[config.mk]
export PLATFORM = sky130hd
export DESIGN_NAME = alu_seq_param
export DESIGN_NICKNAME = d
export VERILOG_FILES = /design/src/rtl/alu_seq_param.sv
export SDC_FILE = /design/constraint.sdc
export NUM_CORES = 1
export LEC_CHECK = 0
export CORE_ASPECT_RATIO = 0.6
export CORE_MARGIN = 2
export CORE_UTILIZATION = 26
export CTS_BUF_LIST = sky130_fd_sc_hd__clkbuf_2 sky130_fd_sc_hd__clkbuf_4 sky130_fd_sc_hd__clkbuf_8
export DETAILED_ROUTE_END_ITERATION = 8
export GPL_TIMING_DRIVEN = 0
export PLACE_DENSITY = 0.39
export SLEW_MARGIN = 20
export SYNTH_ARGS = -nofsm -noshare
export SYNTH_HDL_FRONTEND = slang
export SYNTH_SLANG_ARGS = --single-unit
[constraint.sdc]
create_clock -name clk -period 6.59 [get_ports clk]
set_input_delay 0.659 -clock clk [delete_from_list [all_inputs] [get_ports clk]]
set_output_delay 0.659 -clock clk [all_outputs]
set_load 0.005 [all_outputs]
[src/rtl/alu_seq_param.sv]
// Multi-cycle parametrised ALU: single-cycle logic/arith ops plus iterative unsigned
// multiply and restoring divide, with valid/ready on both sides and registered outputs.
module alu_seq_param #(
  parameter int WIDTH = 32
) (
  input  logic             clk,
  input  logic             rst_n,
  input  logic             in_valid,
  output logic             in_ready,
  input  logic [WIDTH-1:0] a,
  input  logic [WIDTH-1:0] b,
  input  logic [3:0]       alu_ctrl,
  output logic             out_valid,
  input  logic             out_ready,
  output logic [WIDTH-1:0] result,
  output logic [WIDTH-1:0] result_hi,
  output logic             zero,
  output logic             carry_out,
  output logic             overflow,
  output logic             div_zero
);

  localparam int CW = $clog2(WIDTH);

  localparam logic [3:0] OP_AND  = 4'b0000;
  localparam logic [3:0] OP_OR   = 4'b0001;
  localparam logic [3:0] OP_ADD  = 4'b0010;
  localparam logic [3:0] OP_SUB  = 4'b0110;
  localparam logic [3:0] OP_SLT  = 4'b0111;
  localparam logic [3:0] OP_NOR  = 4'b1100;
  localparam logic [3:0] OP_MULU = 4'b1000;
  localparam logic [3:0] OP_DIVU = 4'b1001;

  typedef enum logic [1:0] {
    IDLE = 2'd0,
    BUSY = 2'd1,
    DONE = 2'd2
  } state_t;

  state_t          state;
  logic [CW-1:0]   cnt;
  logic [3:0]      op_q;
  logic [WIDTH-1:0] opnd_q;
  logic [WIDTH-1:0] acc_hi;
  logic [WIDTH-1:0] acc_lo;

  // Single-cycle datapath, evaluated on the live inputs at the accept edge.
  logic [WIDTH:0]   add_sum;
  logic [WIDTH:0]   sub_sum;
  logic             add_ovf;
  logic             sub_ovf;
  logic [WIDTH-1:0] sc_result;
  logic             sc_carry;
  logic             sc_ovf;

  assign add_sum = {1'b0, a} + {1'b0, b};
  assign sub_sum = {1'b0, a} + {1'b0, ~b} + {{WIDTH{1'b0}}, 1'b1};
  assign add_ovf = (a[WIDTH-1] == b[WIDTH-1]) && (add_sum[WIDTH-1] != a[WIDTH-1]);
  // Sign of the inverted operand feeding the adder, so a-b with b = MIN still flags correctly.
  assign sub_ovf = (a[WIDTH-1] == ~b[WIDTH-1]) && (sub_sum[WIDTH-1] != a[WIDTH-1]);

  // NOTE: every output of a combinational block gets a default first so no latch is inferred.
  always_comb begin
    sc_result = '0;
    sc_carry  = 1'b0;
    sc_ovf    = 1'b0;
    case (alu_ctrl)
      OP_AND: sc_result = a & b;
      OP_OR:  sc_result = a | b;
      OP_NOR: sc_result = ~(a | b);
      OP_ADD: begin
        sc_result = add_sum[WIDTH-1:0];
        sc_carry  = add_sum[WIDTH];
        sc_ovf    = add_ovf;
      end
      OP_SUB: begin
        sc_result = sub_sum[WIDTH-1:0];
        sc_carry  = ~sub_sum[WIDTH];
        sc_ovf    = sub_ovf;
      end
      OP_SLT: sc_result = {{(WIDTH-1){1'b0}}, sub_sum[WIDTH-1] ^ sub_ovf};
      default: sc_result = '0;
    endcase
  end

  // One iteration step of shift-add multiply or restoring divide.
  logic [WIDTH:0]   mul_sum;
  logic [WIDTH:0]   div_shift;
  logic [WIDTH-1:0] div_diff;
  logic             div_ok;
  logic [WIDTH-1:0] step_hi;
  logic [WIDTH-1:0] step_lo;

  always_comb begin
    mul_sum   = {1'b0, acc_hi} + (acc_lo[0] ? {1'b0, opnd_q} : {(WIDTH+1){1'b0}});
    div_shift = {acc_hi, acc_lo[WIDTH-1]};
    div_ok    = div_shift >= {1'b0, opnd_q};
    div_diff  = div_shift[WIDTH-1:0] - opnd_q;
    if (op_q == OP_MULU) begin
      step_hi = mul_sum[WIDTH:1];
      step_lo = {mul_sum[0], acc_lo[WIDTH-1:1]};
    end else begin
      // With a zero divisor every step subtracts nothing, leaving quotient all ones
      // and the remainder equal to the dividend.
      step_hi = div_ok ? div_diff : div_shift[WIDTH-1:0];
      step_lo = {acc_lo[WIDTH-2:0], div_ok};
    end
  end

  assign in_ready = (state == IDLE);

  // NOTE: sequential state uses non-blocking assignments only; the datapath registers are
  // reset too so the outputs are defined zeros straight out of reset.
  always_ff @(posedge clk or negedge rst_n) begin
    if (!rst_n) begin
      state     <= IDLE;
      cnt       <= '0;
      op_q      <= '0;
      opnd_q    <= '0;
      acc_hi    <= '0;
      acc_lo    <= '0;
      result    <= '0;
      result_hi <= '0;
      zero      <= 1'b0;
      carry_out <= 1'b0;
      overflow  <= 1'b0;
      div_zero  <= 1'b0;
      out_valid <= 1'b0;
    end else begin
      case (state)
        IDLE: begin
          if (in_valid) begin
            op_q <= alu_ctrl;
            if (alu_ctrl == OP_MULU || alu_ctrl == OP_DIVU) begin
              cnt    <= CW'(WIDTH - 1);
              acc_hi <= '0;
              acc_lo <= (alu_ctrl == OP_MULU) ? b : a;
              opnd_q <= (alu_ctrl == OP_MULU) ? a : b;
              state  <= BUSY;
            end else begin
              result    <= sc_result;
              result_hi <= '0;
              zero      <= (sc_result == '0);
              carry_out <= sc_carry;
              overflow  <= sc_ovf;
              div_zero  <= 1'b0;
              out_valid <= 1'b1;
              state     <= DONE;
            end
          end
        end
        BUSY: begin
          acc_hi <= step_hi;
          acc_lo <= step_lo;
          if (cnt == '0) begin
            result    <= step_lo;
            result_hi <= step_hi;
            zero      <= (step_lo == '0);
            carry_out <= 1'b0;
            overflow  <= (op_q == OP_MULU) && (step_hi != '0);
            div_zero  <= (op_q == OP_DIVU) && (opnd_q == '0);
            out_valid <= 1'b1;
            state     <= DONE;
          end else begin
            cnt <= cnt - 1'b1;
          end
        end
        DONE: begin
          if (out_ready) begin
            out_valid <= 1'b0;
            state     <= IDLE;
          end
        end
        default: state <= IDLE;
      endcase
    end
  end

endmodule
After elaboration in Yosys (flattened, before gate mapping)
Cells that the tools add are included.
- bits in latches: 0
- bits in registers: 176
- bits in writable memories: 0
- ROM bits: 0
- memories: 0
- input port bits: 72
- logic and storage cells: 122
- output and inout bits: 70
- $lt $le $gt $ge: 1
- add/sub/neg operators: 6
- multiplexer cells: 53
- divide/modulo/power cells: 0
- multiply operators: 0
- shift operators: 0
- equal/unequal tests: 21
- reduce and logical (&&, ||, !) cells: 21
- bitwise logic cells: 7
- operator list (cell ; count):
    $mux W32 ; 16
    $pmux W32 S2 ; 4
    $pmux W32 S6 ; 1
    $add A32 B32 Y33 ; 3
    $logic_not A32 Y1 ; 3
    $not A32 Y32 ; 2
    $add A33 B1 Y33 const B ; 1
    $ge A33 B32 Y1 ; 1
    $and A32 B32 Y32 ; 1
    $or A32 B32 Y32 ; 1
    $reduce_bool A32 Y1 ; 1
    $sub A32 B32 Y32 ; 1
    $eq A4 B4 Y1 const B ; 5
    $mux W1 ; 16
    $mux W5 ; 3
    $pmux W1 S2 ; 6
    $ne A2 B2 Y1 const B ; 5
    $pmux W5 S2 ; 1
    $reduce_and A3 Y1 ; 3
    $eq A4 B3 Y1 const B ; 2
    $mux W2 ; 4
    $reduce_and A4 Y1 ; 2
    $pmux W2 S3 ; 1
    $logic_not A5 Y1 ; 1
    other kinds (19) ; 25

Depth between registers and ports, before layout
Gate-level depths: netlist of the first run.
- depth after elaboration: 11
- depth in mapped cells: 16
- mapped depth without buffers: 15

Least setup slack after synthesis of the first run
Ideal clock, no wire load.
- path type: input-to-reg
- start point: input a[0]
- end point: register zero
- path slack: 2.723 ns
- required time: 6.498 ns
- stages: 14
- path buffers: 0
- arrival: 3.775 ns
- library setup time: 0.092 ns
- cells stage by stage: inv_1 -> ha_1 -> inv_1 -> fa_1 -> nor2b_2 -> o311ai_4 -> a211oi_1 -> or4b_4 -> a311o_1 -> nor3b_1 -> o41a_1 -> nor4_1 -> nand4bb_1 -> o31ai_2
- longest elaborated chain between the ends: 10
- elaborated cells on any way between the ends: 14
- classes of those cells: add/sub (3); eq/ne (1); mux (4); bitwise (4); reduce/logical (2)
- ends and longest elaborated chain (what ; line ; RTL):
    from (decl) ; 10 ; input logic [WIDTH-1:0] a,
    $add A32 B32 Y33 ; 57 ; assign sub_sum = {1'b0, a} + {1'b0, ~b} + {{WIDTH{1'b0}}, 1'b1};
    $add A33 B1 Y33 ; 57 ;
    $ne A1 B1 Y1 ; 60 ; assign sub_ovf = (a[WIDTH-1] == ~b[WIDTH-1]) && (sub_sum[WIDTH-1] != a[WIDTH-1]);
    $logic_and A1 B1 Y1 ; 60 ;
    $xor A1 B1 Y1 ; 81 ; OP_SLT: sc_result = {{(WIDTH-1){1'b0}}, sub_sum[WIDTH-1] ^ sub_ovf};
    $pmux W32 S6 * ; 67 ; case (alu_ctrl)
    $logic_not A32 Y1 * ; 143 ; zero <= (sc_result == '0);
    $mux W1 * ; 134 ; if (alu_ctrl == OP_MULU || alu_ctrl == OP_DIVU) begin
    $mux W1 * ; 132 ; if (in_valid) begin
    $pmux W1 S2 * ; 130 ; case (state)
    to (signal assigned) ; 143 ;
    to (signal assigned) ; 158 ; zero <= (step_lo == '0);
    to (decl) ; 17 ; output logic zero,
Mark *: on every way between the ends. The rest lies on a longest branch, timed or not. The select of a mux whose other input is x is not followed.
A chain may end at the register's enable or synchronous reset.

Final worst setup path of the first run
- start point: register acc_lo[0]
- end point: register overflow
- longest elaborated chain between the ends: 7
- ends and longest elaborated chain (what ; line ; RTL):
    from (decl) ; 45 ; logic [WIDTH-1:0] acc_lo;
    from (signal assigned) ; 137 ; acc_lo <= (alu_ctrl == OP_MULU) ? b : a;
    from (signal assigned) ; 154 ; acc_lo <= step_lo;
    $mux W32 ; 95 ; mul_sum = {1'b0, acc_hi} + (acc_lo[0] ? {1'b0, opnd_q} : {(WIDTH+1){1'b0}});
    $add A32 B32 Y33 ; 95 ;
    $mux W32 ; 99 ; if (op_q == OP_MULU) begin
    $reduce_bool A32 Y1 ; 160 ; overflow <= (op_q == OP_MULU) && (step_hi != '0);
    $logic_and A1 B1 Y1 ; 160 ;
    $mux W1 ; 155 ; if (cnt == '0) begin
    $pmux W1 S2 ; 130 ;
    to (signal assigned) ; 145 ; overflow <= sc_ovf;
    to (signal assigned) ; 160 ;
    to (decl) ; 19 ; output logic overflow,
Every way passes these cells. The select of a mux whose other input is x is not followed.

==> results_dict.tcl, run 1 <==
set metrics [dict create \
    via_count 20700 \
    areaGrowthSynthToFinish_pct 16.6 \
    hold_violations 0 \
    synth_ff_type "dfrtp_1" \
    core_um2 70000 \
    drtIter0Drc 2444 \
    synth_cells 2474 \
    final_nets 2889 \
    grt_first_pass_wirelength_mm 146 \
    ir_worst_vdd_v 0.000172 \
    dp_hpwl_mm 84.7 \
    yosysTopAreaCell "dfrtp_1" \
    via_per_inst 5.79 \
    gp_congestion 0.953 \
    rsz0062_at_grt "no" \
    h-tree-depth 4 \
    cp_data_arrival_time_ns 6.43 \
    slew_violations 0 \
    final-setup-viol-count 0 \
    ys_ff_latch 176 \
    crit_buf_inv 2 \
    die_x_um 348 \
    antenna_found_initial 3 \
    maxCapViolCount 0 \
    slew_headroom_pct 26.6 \
    grt_max_degree 71 \
    avgSynthCellArea_um2 7.45 \
    yosysMostFrequentCell "nand2_1" \
    synth-edff-count 0 \
    dpl_worst_slack_ns 0.455 \
    synth_top_cell_area_share_pct 23.9 \
    tightest_slew_ns 1.10 \
    setup_ws_ns 0.581 \
    syn_area_um2 18400 \
    io_buffers 140 \
    insertion_delay_ns 0.55 \
    postLayoutCoreUtil_pct 30.7 \
    grt_pass1_vias 19300 \
    drive_gt1_share_pct 4.52 \
    ys_seq_area_share_pct 23.9 \
    synth_common_cells "nand2_1 (297), a21oi_1 (264), nor2_1 (240)" \
    die_h_um 210 \
    drc_errors 0 \
    ys_types 90 \
    crit_family "compound AO/OA/AOI/OAI gates" \
    leakage_nw 9.36 \
    postRouteAntennaNets 0 \
    synth_nets 2723 \
    synth_area_leaders "dfrtp_1 (24%), ha_1 (12%), a21oi_1 (7.2%), nand2_1 (6.1%), nor2_1 (4.9%)" \
    numCtsBuffers 17 \
    fin_setup_tns_ns 0 \
    pwr_density_cell_nw_per_um2 355 \
    std_cell_rows 75 \
    io_pins 142 \
    finalCritPeriodShare_pct 91.2 \
    overflow 0 \
    critPathKind "flip-flop to flip-flop" \
    clock-root-buffer "clkbuf_8" \
    clock_path_buffers 2 \
    status "finished clean" \
    startpoint_type "flip-flop" \
    cts_resized 0 \
    crit_path_end_kind "flip-flop" \
    dp.cells 3544 \
    fmax_ghz 0.166 \
    min_period_ns 6.01 \
    drt-pass1-iter-count 5 \
    stdcell_count 3578 \
    fin_worst_skew_ns 0.0289 \
    die_area_um2 73100 \
    synth_warnings 0 \
    grt_usage_pct 27.7 \
    fill_cells 7602 \
    critical_path_required_ns 7.01 \
    cts_tree "done" \
    cp_slowest_stage_delay_ns 0.85 \
    wire_per_inst_um 28.7 \
    initial_core_util_pct 26.3 \
    cts_sinks 176 \
    cts.clk_slew.worst_paths_ns 0.11 \
    crit_slowest_cell "a2111oi_0" \
    synthArstFlopShare_pct 100 \
    min_path_type "flip-flop to flip-flop" \
    finalWirelength_mm 103 \
    timing.critical_path.cells "clkbuf_1 -> and2_1 -> ha_1 -> inv_1 -> fa_1 -> nand2b_1 -> a21oi_1 -> o21ba_2 -> a31oi_1 -> o41ai_1 -> xor2_1 -> a2111oi_0 -> o2111ai_1 -> nor4bb_1 -> and4_1 -> o21ai_1" \
    path_max_fanout 10 \
]
[path summary, 6_finish.rpt]
kind	startpoint	to	slack, ns	depth (start not counted)
min in group asynchronous	rst_n	opnd_q[5]	0.59	2
max in group asynchronous	rst_n	acc_hi[24]	4.86	4
setup / recovery	acc_lo[0]	overflow	0.58	16
hold reg to reg	result_hi[4]	result_hi[4]	0.48	2
hold / removal	result_hi[4]	result_hi[4]	0.48	2
setup reg to reg	acc_lo[0]	overflow	0.58	16
[sequential cells by signal (all words and copies together) (netlist names)]
name	count
acc_hi	32
acc_lo	32
carry_out	1
cnt	5
div_zero	1
op_q	4
opnd_q	32
out_valid	1
overflow	1
result	32
result_hi	32
state	2
zero	1
[cells by family (layout without fill, tap and decap cells)]
| group | Yosys count | in the layout | synth area share, % |
|---|---|---|---|
| AOI/OAI and AO/OA | 864 | 864 | 31.3 |
| xor gates and xnor gates | 49 | 49 | 2.33 |
| adders and majority gates | 177 | 177 | 12.2 |
| buffers and inverters | 312 | 491 | 6.50 |
| DFF | 176 | 176 | 23.9 |
| muxes | 28 | 28 | 1.66 |
| other | 0 | 1 | 0 |
| and+or+nand+nor | 868 | 868 | 22.1 |
[metrics by stage]
step | total power, W | instance area, um2 | hold WS, ns
final | 0.00762 | 21500 | 0.478
after global routing | 0.00813 | 21500 | 0.522
after CTS | 0.00746 | 21500 | 0.488
after detailed placement | 0.00662 | 21100 | 0.464
after global placement | 0.00661 | 21000 | 0.466
after floorplan | 0.00466 | 18400 | 0.363
[power breakdown]
group | total (W) | internal [W] | switching (W)
sequential | 0.00198 | 0.00148 | 0.000509
combinational | 0.00482 | 0.00167 | 0.00315
clock | 0.000811 | 0.000313 | 0.000497
[area by class of cell]
type | instances | area [um2] | area share (%)
diodes | 1 | 2.50 | 0.0116
plain buffers | 150 | 592 | 2.75
clock buffers | 19 | 255 | 1.19
clock inverters | 13 | 111 | 0.518
inverters | 162 | 608 | 2.83
multi-input cells | 1986 | 12900 | 59.9
flip-flops and latches | 176 | 4400 | 20.5
well taps | 924 | 1160 | 5.38
repair buffers | 147 | 1500 | 6.97
[cell usage in the layout, fill, tap and decap left out, drive strengths merged, types with 51 or more instances in the layout]
| cell type | instances |
|---|---|
| nor3 | 52 |
| a21o | 51 |
| o21ai | 157 |
| nand2 | 297 |
| dfrtp | 176 |
| clkdlybuf4s50 | 139 |
| ha | 173 |
| inv | 165 |
| a211oi | 67 |
| a21oi | 266 |
| nor2 | 241 |
| clkbuf | 132 |
[repair_timing]
item	CTS	global route
buffers inserted	0	0
endpoints found under the hold margin	33	0
hold buffers	1	0
[routing by layer]
metal | GRT usage [%] | up-vias | part of all wire [%]
li1 | - | 9371 | -
met1 | 44.7 | 10300 | 52
met2 | 34.0 | 987 | 35
met3 | 9.87 | 57 | 11
met4 | 3.75 | 0 | 0.92
met5 | 0 | - | 0
[worst reg2reg max path, cell delays in order (launching register included)]
cell,delay (ns)
dfrtp_1,0.59
clkbuf_1,0.65
and2_1,0.23
ha_1,0.28
inv_1,0.09
fa_1,0.42
nand2b_1,0.19
a21oi_1,0.30
o21ba_2,0.30
a31oi_1,0.24
o41ai_1,0.39
xor2_1,0.20
a2111oi_0,0.85
o2111ai_1,0.31
nor4bb_1,0.49
and4_1,0.30
o21ai_1,0.07
Power figures use the tool's default switching activity.
==> inputs of run 2 (changes only) <==
--- a/config.mk
+++ b/config.mk
@@ -10,8 +10,9 @@
 export CORE_UTILIZATION = 26
 export CTS_BUF_LIST = sky130_fd_sc_hd__clkbuf_2 sky130_fd_sc_hd__clkbuf_4 sky130_fd_sc_hd__clkbuf_8
 export DETAILED_ROUTE_END_ITERATION = 8
+export DONT_BUFFER_PORTS = 1
 export GPL_TIMING_DRIVEN = 0
-export PLACE_DENSITY = 0.39
+export PLACE_DENSITY = 0.36
 export SLEW_MARGIN = 20
 export SYNTH_ARGS = -nofsm -noshare
 export SYNTH_HDL_FRONTEND = slang
==> results_dict.tcl, run 2 (same netlist as run 1, synthesis figures left out) <==
set metrics [dict create \
    via_count 20300 \
    grt_usage_pct 27.5 \
    grt_pass1_vias 18500 \
    min_period_ns 6.22 \
    postLayoutCoreUtil_pct 28.7 \
    drive_gt1_share_pct 4.74 \
    critPathKind "flip-flop to flip-flop" \
    hold_violations 0 \
    insertion_delay_ns 0.55 \
    crit_path_start "acc_lo[0]" \
    die_x_um 348 \
    cts_tree "done" \
    min_path_type "input port to flip-flop" \
    p_clk_share_pct 11.4 \
    die_h_um 210 \
    clock-root-buffer "clkbuf_8" \
    crit_path_end_kind "flip-flop" \
    grt_max_degree 177 \
    gp_congestion 0.984 \
    areaGrowthSynthToFinish_pct 9.08 \
    seq_power_share_pct 27.4 \
    status "finished clean" \
    io_pins 142 \
    final_nets 2748 \
    io_buffers 0 \
    cts_resized 0 \
    fmax_ghz 0.161 \
    h-tree-depth 4 \
    pwr-share-comb_pct 61.2 \
    wire_per_inst_um 30.0 \
    dp_hpwl_mm 84.9 \
    ir_worst_vdd_v 0.000199 \
    multiInputGateArea_um2 12900 \
    core_um2 70000 \
    rsz0062_at_grt "no" \
    p_int_w 0.00321 \
    drt-pass1-iter-count 6 \
    p_sw_w 0.00420 \
    stdcell_count 3437 \
    drtIter0Drc 2608 \
    cp_data_arrival_time_ns 6.64 \
    layout_common_cells "nand2_1 (297), a21oi_1 (264), nor2_1 (240)" \
    grt_first_pass_wirelength_mm 144 \
    dp.cells 3401 \
    drc_errors 0 \
    hold_start "out_ready" \
    via_per_inst 5.91 \
    seqCellArea_um2 4400 \
    crit_slowest_cell "nor4bb_1" \
    std_cell_rows 75 \
    fill_cells 7693 \
    clock_path_buffers 2 \
    slew_headroom_pct 22.6 \
    cts.clk_slew.worst_paths_ns 0.12 \
    initial_core_util_pct 26.3 \
    maxCapViolCount 0 \
    die_area_um2 73100 \
    r2r-start "acc_lo[0]" \
    tightest_slew_ns 1.16 \
    final-setup-viol-count 0 \
    final_common_cell "nand2_1" \
    switching_share_pct 56.7 \
    path_max_fanout 10 \
    cp_slowest_stage_delay_ns 0.91 \
    postRouteAntennaNets 0 \
    finalWirelength_mm 103 \
    critical_path_required_ns 7.02 \
    leakage_nw 8.83 \
    antenna_found_initial 7 \
    cts_sinks 176 \
    finalCritPeriodShare_pct 94.3 \
    overflow 0 \
    fin_worst_skew_ns 0.0218 \
    startpoint_type "flip-flop" \
    timing.critical_path.cells "clkbuf_1 -> and2_1 -> ha_1 -> inv_1 -> fa_1 -> nand2b_1 -> a21oi_1 -> o21ba_2 -> a31o_2 -> a2111oi_4 -> nor2_1 -> mux2_2 -> nor4_1 -> nor4bb_1 -> and4_1 -> o21ai_1" \
    fin_setup_tns_ns 0 \
    numCtsBuffers 17 \
    slew_violations 0 \
    pwr_density_cell_nw_per_um2 369 \
]
run 2: cell count changes in the layout (fill, tap and decap cells not counted), sizes merged:
cell / delta
clkdlybuf4s50: -139
inv: +8
clkinv: -6
clkbuf: -2
buf: -1
bufinv: -1
clkdlybuf4s18: -1
clkinvlp: +1
run 2: repair_timing:
action                                 in CTS  in global routing
setup buffers                               0                  0
hold buffers                                1                  1
endpoints found under the hold margin     176                 31
run 2: worst paths after layout:
kind                                      end  cells after the start  slack [ns]
worst max-delay path                 overflow                     16        0.37
worst min-delay path                 state[1]                      3        0.26
worst max register to register       overflow                     16        0.37
worst min register to register     result[13]                      2        0.52
max in group asynchronous       result_hi[28]                      3        4.90
min in group asynchronous            state[1]                      2        0.63
run 2: routing by layer:
layer	vias to the layer above	part of all wire, %	global-route usage [%]
met4	0	1.1	4.12
met1	10200	53	45.0
met3	65	11	9.13
met2	964	35	33.4
met5	-	0	0
li1	9066	-	-
run 2: critical path: cells and delay by family (launching register included):
kind / cells / cell delay (ns)
flip-flops: 1 / 0.60
AND/OR/NAND/NOR: 6 / 2.59
buffers and inverters: 2 / 0.67
adder cells (fa/ha/maj): 2 / 0.70
AO/OA/AOI/OAI: 5 / 1.17
multiplexers: 1 / 0.37
run 2: stage by stage:
stage	total power (W)	setup WS [ns]	cell area [um2]	hold slack [ns]
after floorplan	0.00466	2.72	18400	0.363
after global placement	0.00636	0.603	19600	0.369
after detailed placement	0.00636	0.796	19600	0.370
after CTS	0.00725	0.762	20000	0.198
after global routing	0.00789	0.423	20100	0.254
final	0.00741	0.373	20100	0.258
run 2: final cells by class:
cell class                      instances  area share [%]
Antenna cell                            1          0.0125
Clock inverter                         15           0.791
Timing Repair Buffer                    6           0.398
Buffer                                150            2.94
Multi-Input combinational cell       1986            64.0
Inverter                              162            3.03
Clock buffer                           17            1.16
Sequential cell                       176            21.9
Tap cell                              924            5.75
run 2: power groups by stage:
stage | Combinational (W) | Sequential, W | Clock [W]
finish | 0.00454 | 0.00203 | 0.000845
global route | 0.00492 | 0.00207 | 0.000896
CTS | 0.00439 | 0.00200 | 0.000854
detailed placement | 0.00434 | 0.00202 | 0
global placement | 0.00434 | 0.00202 | 0
floorplan | 0.00291 | 0.00176 | 0
==> inputs of run 3 (changes only) <==
--- a/config.mk
+++ b/config.mk
@@ -7,12 +7,12 @@
 export LEC_CHECK = 0
 export CORE_ASPECT_RATIO = 0.6
 export CORE_MARGIN = 2
-export CORE_UTILIZATION = 26
+export CORE_UTILIZATION = 30
 export CTS_BUF_LIST = sky130_fd_sc_hd__clkbuf_2 sky130_fd_sc_hd__clkbuf_4 sky130_fd_sc_hd__clkbuf_8
 export DETAILED_ROUTE_END_ITERATION = 8
 export DONT_BUFFER_PORTS = 1
 export GPL_TIMING_DRIVEN = 0
-export PLACE_DENSITY = 0.36
+export PLACE_DENSITY = 0.41
 export SLEW_MARGIN = 20
 export SYNTH_ARGS = -nofsm -noshare
 export SYNTH_HDL_FRONTEND = slang
==> constraint.sdc (replaced) <==
create_clock -name clk -period 5.89 [get_ports clk]
set_input_delay 0.589 -clock clk [delete_from_list [all_inputs] [get_ports clk]]
set_output_delay 0.589 -clock clk [all_outputs]
set_load 0.005 [all_outputs]
==> results_dict.tcl, run 3 (same netlist as run 1, synthesis figures left out) <==
set metrics [dict create \
    crit_path_end_kind "flip-flop" \
    fill_cells 6615 \
    min_period_ns 5.73 \
    critical_path_required_ns 6.34 \
    die_h_um 196 \
    std_cell_rows 70 \
    leakage_nw 8.85 \
    fin_worst_skew_ns 0.0238 \
    final_nets 2747 \
    tightest_slew_ns 1.24 \
    post_cts_buffers 0 \
    wire_per_inst_um 29.5 \
    slew_headroom_pct 16.4 \
    insertion_delay_ns 0.53 \
    path_max_fanout 10 \
    final-setup-viol-count 0 \
    cts.clk_slew.worst_paths_ns 0.11 \
    startpoint_type "flip-flop" \
    drive_gt1_share_pct 4.70 \
    crit_slowest_cell "o31ai_1" \
    timing.critical_path.cells "inv_1 -> ha_1 -> nand2_1 -> a21oi_1 -> o21a_1 -> o31ai_1 -> a211oi_1 -> nor2_1 -> buf_2 -> buf_1 -> a21oi_1 -> o21ai_0 -> nand2_1 -> o21ai_0" \
    slew_violations 0 \
    overflow 0 \
    final_common_cell "nand2_1" \
    status "finished clean" \
    pwr_density_cell_nw_per_um2 411 \
    cp_data_arrival_time_ns 6.18 \
    drc_errors 0 \
    core_um2 60800 \
    crit_family "compound AO/OA/AOI/OAI gates" \
    finalWirelength_mm 98.6 \
    fin_setup_tns_ns 0 \
    die_area_um2 63500 \
    via_per_inst 6.09 \
    via_count 20300 \
    areaGrowthSynthToFinish_pct 8.54 \
    numCtsBuffers 17 \
    grt_first_pass_wirelength_mm 139 \
    cp_slowest_stage_delay_ns 0.85 \
    grt_max_degree 177 \
    cts_tree "done" \
    layout_common_cells "nand2_1 (297), a21oi_1 (264), nor2_1 (240)" \
    h-tree-depth 4 \
    hold_violations 0 \
    io_buffers 0 \
    critPathKind "flip-flop to flip-flop" \
    maxCapViolCount 0 \
    drtIter0Drc 2679 \
    grt_pass1_vias 18600 \
    antenna_found_initial 3 \
    clock-root-buffer "clkbuf_8" \
    cts_sinks 176 \
    finalCritPeriodShare_pct 97.3 \
    clock_path_buffers 2 \
    crit_buf_inv 3 \
    io_pins 142 \
    fmax_ghz 0.175 \
    die_x_um 324 \
    initial_core_util_pct 30.3 \
    rsz0062_at_grt "no" \
    min_path_type "input port to asynchronous set/reset pin" \
    dp_hpwl_mm 80.7 \
    grt_usage_pct 30.6 \
    ir_worst_vdd_v 0.000140 \
    gp_congestion 0.978 \
    postRouteAntennaNets 0 \
    diodes 0 \
    postLayoutCoreUtil_pct 32.9 \
    drt-pass1-iter-count 8 \
]
==> run 3: per-layer routing <==
layer / part of all wire [%] / global-route usage [%] / wire length, um / vias to the layer above
met5: 0 / 0 / 0 / -
met4: 1.1 / 4.06 / 1080 / 0
met1: 51 / 48.8 / 49800 / 10200
li1: - / - / - / 9068
met3: 13 / 11.8 / 12400 / 65
met2: 36 / 37.8 / 35400 / 1036
==> run 3: per-stage QoR <==
step | power, W | instances | worst slack (ns) | instance area [um2] | hold slack [ns]
after CTS | 0.00807 | 3339 | 0.105 | 20000 | 0.140
after global routing | 0.00878 | 3339 | 0.0328 | 20000 | 0.128
final | 0.00823 | 3339 | 0.160 | 20000 | 0.0504
after detailed placement | 0.00699 | 3306 | 0.142 | 19500 | 0.299
after floorplan | 0.00522 | 2474 | 2.09 | 18400 | 0.293
after global placement | 0.00699 | 3302 | 0.0194 | 19500 | 0.300
==> run 3: repair_timing <==
item	in CTS	in global routing
hold buffers	1	0
endpoints found under the setup margin	0	1
hold endpoints to repair	176	0
resized for setup	0	2
==> run 3: cell type report <==
type / instances / area [um2] / area share [%]
clock buffers: 17 / 234 / 1.17
repair buffers: 5 / 47.5 / 0.238
well taps: 828 / 1040 / 5.18
multi-input cells: 1986 / 12900 / 64.3
flip-flops and latches: 176 / 4400 / 22.0
clock inverters: 15 / 216 / 1.08
inverters: 162 / 608 / 3.04
plain buffers: 150 / 591 / 2.95
==> run 3: final timing paths <==
path	slack (ns)	cells past startpoint	to	start
hold reg to reg	0.51	2	result_hi[4]	result_hi[4]
min in group clk	0.21	3	state[1]	out_ready
setup / recovery	0.16	14	result_hi[2]	opnd_q[8]
max in group asynchronous	4.98	1	acc_hi[26]	rst_n
hold / removal	0.05	1	acc_hi[8]	rst_n
setup reg to reg	0.16	14	result_hi[2]	opnd_q[8]
==> run 3: where the power goes <==
group / internal, W / total (W) / switching, W
sequential: 0.00165 / 0.00226 / 0.000611
combinational: 0.00161 / 0.00494 / 0.00333
clock: 0.000442 / 0.00103 / 0.000583
